File: config.mk
export PLATFORM = sky130hd
export DESIGN_NAME = bird_vertical_ctrl
export DESIGN_NICKNAME = d
export VERILOG_FILES = /design/src/rtl/flappy_pkg.sv /design/src/rtl/press_edge.sv /design/src/rtl/bird_vertical_ctrl.sv
export SDC_FILE = /design/constraint.sdc
export NUM_CORES = 1
export LEC_CHECK = 0
export CAP_MARGIN = 20
export CORE_ASPECT_RATIO = 0.6
export CORE_UTILIZATION = 27
export DETAILED_ROUTE_END_ITERATION = 10
export GPL_TIMING_DRIVEN = 0
export SLEW_MARGIN = 15
export SYNTH_ARGS = -nofsm -noshare
export SYNTH_HDL_FRONTEND = slang
export SYNTH_SLANG_ARGS = --single-unit
File: constraint.sdc
create_clock -name clk -period 4.25 [get_ports clk]
set_clock_uncertainty 0.15 [all_clocks]
set_input_delay 0.425 -clock clk [delete_from_list [all_inputs] [get_ports clk]]
set_output_delay 0.425 -clock clk [all_outputs]
set_load 0.02 [all_outputs]
File: src/rtl/flappy_pkg.sv
// Shared types and width helpers for the flappy game blocks.
package flappy_pkg;

  typedef enum logic [1:0] {
    IDLE = 2'd0,
    FLY  = 2'd1,
    RISE = 2'd2,
    DEAD = 2'd3
  } bird_state_t;

  // Bits needed to index n values, never less than one.
  function automatic int unsigned width_of(input int unsigned n);
    return (n <= 2) ? 1 : $clog2(n);
  endfunction

endpackage

File: src/rtl/press_edge.sv
// Registers a raw button level and flags its rising edge for one cycle.
module press_edge (
  input  logic clk,
  input  logic rst_n,
  input  logic btn_i,
  output logic press_c_o
);

  logic btn_q;

  always_ff @(posedge clk or negedge rst_n) begin
    if (!rst_n) btn_q <= 1'b0;
    else        btn_q <= btn_i;
  end

  assign press_c_o = btn_i & ~btn_q;

endmodule

File: src/rtl/bird_vertical_ctrl.sv
// Bird vertical motion: gravity, flap impulse, death freeze and edge lights.
module bird_vertical_ctrl
  import flappy_pkg::*;
#(
  parameter int unsigned ROWS        = 8,
  parameter int unsigned START_ROW   = 3,
  parameter int unsigned FALL_PERIOD = 32,
  parameter int unsigned FLAP_HEIGHT = 2
) (
  input  logic            clk,
  input  logic            rst_n,
  input  logic            start_i,
  input  logic            flap_i,
  input  logic            death_i,
  output logic [ROWS-1:0] bird_row_o,
  output logic            up_light_o,
  output logic            down_light_o,
  output logic            alive_o
);

  localparam int unsigned ROW_W  = width_of(ROWS);
  localparam int unsigned RISE_W = width_of(FLAP_HEIGHT + 1);
  localparam int unsigned CNT_W  = width_of(FALL_PERIOD);

  localparam logic [ROW_W-1:0]  ROW_TOP   = ROW_W'(ROWS - 1);
  localparam logic [ROW_W-1:0]  ROW_START = ROW_W'(START_ROW);
  localparam logic [CNT_W-1:0]  CNT_LAST  = CNT_W'(FALL_PERIOD - 1);
  localparam logic [RISE_W-1:0] RISE_FULL = RISE_W'(FLAP_HEIGHT);

  bird_state_t       state_q, state_d;
  logic [ROW_W-1:0]  row_q, row_d;
  logic [RISE_W-1:0] rise_q, rise_d;
  logic [CNT_W-1:0]  cnt_q, cnt_d;
  logic              flap_edge;
  logic              step;

  press_edge u_flap_edge (
    .clk       (clk),
    .rst_n     (rst_n),
    .btn_i     (flap_i),
    .press_c_o (flap_edge)
  );

  assign step = (cnt_q == CNT_LAST);

  always_ff @(posedge clk or negedge rst_n) begin
    if (!rst_n) begin
      state_q <= IDLE;
      row_q   <= ROW_START;
      rise_q  <= '0;
      cnt_q   <= '0;
    end else begin
      state_q <= state_d;
      row_q   <= row_d;
      rise_q  <= rise_d;
      cnt_q   <= cnt_d;
    end
  end

  // Next state; death wins over flap, and flap wins over a motion step.
  always_comb begin
    state_d = state_q;
    row_d   = row_q;
    rise_d  = rise_q;
    cnt_d   = '0;
    case (state_q)
      IDLE: begin
        if (death_i)      state_d = DEAD;
        else if (start_i) state_d = FLY;
      end
      FLY: begin
        cnt_d = step ? '0 : cnt_q + CNT_W'(1);
        if (death_i) begin
          state_d = DEAD;
          cnt_d   = '0;
        end else if (flap_edge) begin
          state_d = RISE;
          rise_d  = RISE_FULL;
          cnt_d   = '0;
        end else if (step) begin
          row_d = (row_q == '0) ? row_q : row_q - ROW_W'(1);
        end
      end
      RISE: begin
        cnt_d = step ? '0 : cnt_q + CNT_W'(1);
        if (death_i) begin
          state_d = DEAD;
          cnt_d   = '0;
        end else if (flap_edge) begin
          rise_d = RISE_FULL;
          cnt_d  = '0;
        end else if (step) begin
          row_d  = (row_q == ROW_TOP) ? row_q : row_q + ROW_W'(1);
          rise_d = rise_q - RISE_W'(1);
          if (rise_q == RISE_W'(1)) state_d = FLY;
        end
      end
      default: state_d = DEAD;
    endcase
  end

  always_comb begin
    bird_row_o   = ROWS'(1) << row_q;
    up_light_o   = (row_q == ROW_TOP);
    down_light_o = (row_q == '0);
    alive_o      = (state_q == FLY) || (state_q == RISE);
  end

endmodule

## Word level (Yosys, flattened, before mapping)

Cells that the tools add are included.

| word-level totals | value |
|---|---|
| bits in registers | 13 |
| bits in latches | 0 |
| RAM bits | 0 |
| memory bits (read-only) | 0 |
| input port bits | 5 |
| logic and storage cells | 67 |
| memories | 0 |

| cells by class | value |
|---|---|
| $add $sub $neg | 4 |
| $mul | 0 |
| div/mod/pow operators | 0 |
| magnitude comparators | 0 |
| equal/unequal tests | 20 |
| shift-type cells | 1 |
| muxes and demuxes | 27 |
| bitwise operators | 2 |
| reduce and logical (&&, ||, !) cells | 8 |

Operators by type and width:

| operator | number |
|---|---|
| $mux 2 | 12 |
| $mux 3 | 8 |
| $mux 5 | 4 |
| $ne 2x2->1 const B | 9 |
| $ne 3x3->1 const B | 6 |
| $reduce_and 5->1 | 2 |
| $reduce_and 9->1 | 1 |
| $shl 1x3->8 const A | 1 |
| $pmux 2 s3 | 1 |
| $pmux 3 s2 | 1 |
| $add 5x1->5 const B | 1 |
| $eq 5x5->1 const B | 1 |
| $eq 2x1->1 const B | 2 |
| $pmux 2 s2 | 1 |
| $add 3x1->3 const B | 1 |
| $eq 3x3->1 const B | 1 |
| $logic_not 3->1 | 1 |
| $sub 3x1->3 const B | 1 |
| $eq 2x2->1 const B | 1 |
| $logic_not 2->1 | 1 |
| $reduce_bool 2->1 | 1 |
| $reduce_or 2->1 | 1 |
| $sub 2x1->2 const B | 1 |
| $and 1x1->1 | 1 |
| 2 further kinds | 2 |

## Logic depth before layout (Yosys ltp)

| depth | value |
|---|---|
| depth after elaboration | 6 |
| mapped depth | 8 |
| depth with buffers taken out | 7 |

## Modules after synthesis

From an unflattened synthesis, not the netlist that was laid out.

| second synthesis, totals | value |
|---|---|
| cells, all modules | 80 |
| area, all modules | 814.5 sq um |

Modules (own cells, without submodules):

| module | times used | cells each | area an instance (sq um) | seq. area each (sq um) |
|---|---|---|---|---|
| bird_vertical_ctrl | 1 | 78 | 775.7 | 302.8 |
| press_edge | 1 | 2 | 38.8 | 25.0 |

## Worst setup path after synthesis

OpenSTA, ideal clock, no wires.

| timing path | value |
|---|---|
| path kind | reg2reg |
| from | reg cnt_q[0] |
| to | reg row_q[1] |
| arrival time | 1916 ps |
| setup slack | 2101 ps |
| cell stages (with the launch flop) | 9 |
| clock period less this slack | 2149 ps |
| cell sequence | dfrtp_1 ha_1 and3_1 ha_1 buf_2 o21ai_0 or4_4 a21o_1 mux2_4 |

| between the ends | value |
|---|---|
| word-level cells in the longest chain between the ends | 3 |

RTL lines:

| element | RTL line | text |
|---|---|---|
| from (decl) | bird_vertical_ctrl.sv:33 | `logic [CNT_W-1:0] cnt_q, cnt_d;` |
| from (signal assigned) | bird_vertical_ctrl.sv:56 | `cnt_q <= cnt_d;` |
| $eq 5x5->1 * | bird_vertical_ctrl.sv:44 | `assign step = (cnt_q == CNT_LAST);` |
| $ne 2x2->1 (no line) | - |  |
| $reduce_and 9->1 (no line) * | - |  |
| to (signal assigned) | bird_vertical_ctrl.sv:54 | `row_q <= row_d;` |
| to (decl) | bird_vertical_ctrl.sv:31 | `logic [ROW_W-1:0] row_q, row_d;` |

Every way passes the cells marked *; elsewhere a longest branch is shown, timed or not.
A chain may end at the register's enable or synchronous reset.

## Worst setup path in the final report

| timing path | value |
|---|---|
| from | reg row_q[0] |
| to | out bird_row_o[7] |

| between the ends | value |
|---|---|
| word-level cells in the longest chain between the ends | 1 |

RTL lines:

| element | RTL line | text |
|---|---|---|
| $shl 1x3->8 | bird_vertical_ctrl.sv:103 | `bird_row_o = ROWS'(1) << row_q;` |
| to (decl) | bird_vertical_ctrl.sv:15 | `output logic [ROWS-1:0] bird_row_o,` |

Every way passes these cells.

==> reports/summary.md <==
### Outcome
• run status: complete, no violations

### Clock network
• count of clock tree sinks: 13
• Worst-path clk slew: 0.05 ns
• maximum level of the CTS H-tree: 1
• Skew-Pair Late Insertion Delay: 0.24 ns
• Post-CTS Repair Setup Buffers: 0
• CTS tree: built
• Resized Gates After CTS: 0
• CTS Hold Bufs: 0
• Inserted Clock Buffers: 3
• Max clock buf depth: 2
• Root Buffer Master: clkbuf_8

### Placement
• half-perimeter wire length after detailed placement: 1270 microns
• RePlAce Congestion: 0.813
• post-place setup slack: 1.94 ns
• count of placed standard cells including taps: 144
• quantity of I/O buffers inserted on ports: 15

### STA
• number of hold-slack violations in the final timing report: 0
• Tightest Pin Transition: 0.580 ns
• clock period minus worst slack: 2.44 ns
• Relative slew margins: 61.2%
• crit path setup slack, layout: 1.81 ns
• final-report setup violation count: 0
• sum of negative setup slack: 0 ns
• final max-slew violation count: 0
• setup repair after global routing missed its margin: no
• highest attainable clock frequency: 0.410 GHz
• post-route fraction of the period consumed by the critical path: 57.5%

### Synthesis
• cell count after synthesis: 87
• number of synthesized register bits: 13
• average size of a mapped cell: 9.85 sq um
• cell accounting for the most synthesized area: dfrtp_1
• top cells by area in the synthesized netlist: dfrtp_1, ha_1, dfstp_2, buf_4, nor3b_1
• sequential share of the synthesized area: 38.2%
• Yosys top cell area share: 32.1%
• warning count from the yosys run: 0
• count of distinct cell types in the synthesized netlist: 32
• total nets after synthesis: 100
• cell area after synthesis: 857 sq um

### Setup path
• CP Max Fanout: 10
• critical path start-end classification: reg2out
• critical path capture point type: output port
• R2R Path End: row_q[1]
• most repeated library cell on the critical path: buf_4
• arrival time reported for the critical path endpoint: 1.87 ns
• ordered cell list for the critical path: buf_4 -> and3_1 -> buf_4 -> clkdlybuf4s50_1
• depth of the worst register-to-register path: 8
• R2R setup slack: 1.95 ns
• Crit path required time: 3.67 ns
• reg-to-reg startpoint: cnt_q[0]
• worst stage delay on the critical path: 0.58 ns
• kind of launch point of the worst setup path: flip-flop
• slowest cell on the critical path: clkdlybuf4s50_1

### Floorplan
• starting density of the core: 29.1%
• width of the chip: 74.7 microns
• # IOs: 16
• y dimension of the die: 45.6 microns
• area of the placeable core: 0.00295 sq mm
• Cell Rows: 15
• die area: 0.00341 sq mm

### Layout
• share of layout cells above drive strength 1: 14.2%
• Sequential Area: 328 sq um
• number of standard cells in the final layout excluding fillers: 148
• Filler Cell Count: 291
• highest-count cells in the layout ignoring fill and taps: clkdlybuf4s50_1, dfrtp_1, inv_1, ha_1
• most common cell after layout, fill and taps aside: clkdlybuf4s50_1
• total inserted antenna cells: 0
• area growth from synthesis to final layout: 28.9%
• final-stage net count: 120
• multi-input combinational cell area: 455 sq um

### GRT
• overflow left after global routing: 0
• largest net degree at the start of global routing: 14
• global-route wire length before repair: 2790 microns
• aggregate global-route resource usage: 11.0%
• initial antenna violation count: 0
• vias in the first global route: 610

### Worst hold path
• number of instances on the worst hold path: 1
• end point of the worst hold path: cnt_q[0]
• Hold WC Path Type: reg2reg
• startpoint of the worst hold path: cnt_q[0]

### Job
• maximum capacitance violations: 0

### Power and ir drop
• PwrDens: 405 mW/mm^2
• static leakage power: 0.000503 uW
• total chip power: 448 uW
• maximum resistive drop on vdd: 0.273 mV

### Routing
• first-iteration detailed-routing DRC count: 6
• wire length after detailed routing: 1600 microns
• post-detailed-route count of antenna-violating nets: 0
• detailed-route DRC error count: 0
• average routed wire per standard cell: 10.8 microns
• Via-to-Cell Ratio: 4.52
• iteration count of the initial detailed-routing pass: 4
• via count of the routed design: 669

[cell families after synthesis]
kind of cell | count (synthesis) | share of synthesized area [%]
simple gates | 33 | 24.4
xor+xnor | 4 | 4.09
flops | 13 | 38.2
fa+ha+maj | 8 | 12.6
buf+inv | 14 | 8.61
mux | 1 | 1.75
compound gates | 14 | 10.4
[stage by stage]
step                      hold WS, ns  utilization [%]  area [sq um]
after floorplan               -0.0206                -           857
after global placement          0.303             36.0          1060
after detailed placement        0.307             36.0          1060
after CTS                       0.314             37.5          1100
after global routing            0.363             37.5          1100
final                           0.310             37.5          1100
[how the worst max path moves through the flow]
| stage | endpoint | startpoint |
|---|---|---|
| after CTS | bird_row_o[7] | row_q[0] |
| after floorplan | row_q[1] | cnt_q[0] |
| after global routing | bird_row_o[7] | row_q[1] |
| after detailed placement | row_q[1] | flap_i |
| after global placement | row_q[1] | flap_i |
| final | bird_row_o[7] | row_q[0] |
[power breakdown]
| group | switching [uW] | internal (uW) |
|---|---|---|
| combinational | 108 | 78.2 |
| clock | 43.0 | 66.2 |
| sequential | 13.3 | 138 |
| total | 165 | 283 |
[layer usage]
layer / vias up / GRT usage (%) / routed length, microns
li1: 340 / - / -
met1: 315 / 15.6 / 795
met2: 11 / 16.4 / 728
met3: 3 / 3.54 / 66
met4: 0 / 2.26 / 10
met5: - / 0 / 0
[flip-flops by register name, summed over array words and instances, names as in the netlist]
signal             cells
state_q                2
row_q                  3
u_flap_edge.btn_q      1
cnt_q                  5
rise_q                 2
[critical path, delay by kind of cell (launching register included)]
| family | cells | cell delay, ns |
|---|---|---|
| flops | 1 | 0.54 |
| buf+inv | 3 | 0.86 |
| simple gates | 1 | 0.22 |
[synthesized netlist by cell type (all sizes together)]
cell,count
dfrtp,11
nor3b,5
fa,1
inv,7
mux2,1
o21ai,3
nand2,3
a211o,1
or2,1
nor4,1
buf,7
a211oi,2
nor2b,2
o21bai,1
ha,7
nor3,4
or4,1
xor2,2
and3b,2
nand3b,1
dfstp,2
nor2,4
a21oi,5
a21o,1
and4,1
a311o,1
nand2b,1
xnor2,2
nor4b,3
nand3,2
and3,2
[final cells by class]
type	instances	share of cell area (%)
multi-input combinational	60	41.2
sequential	13	29.7
timing repair buffer	15	13.6
tap	42	4.76
buffer	7	4.30
clock buffer	4	4.08
inverter	7	2.38
Note: power is estimated with default switching activity, not from simulation.
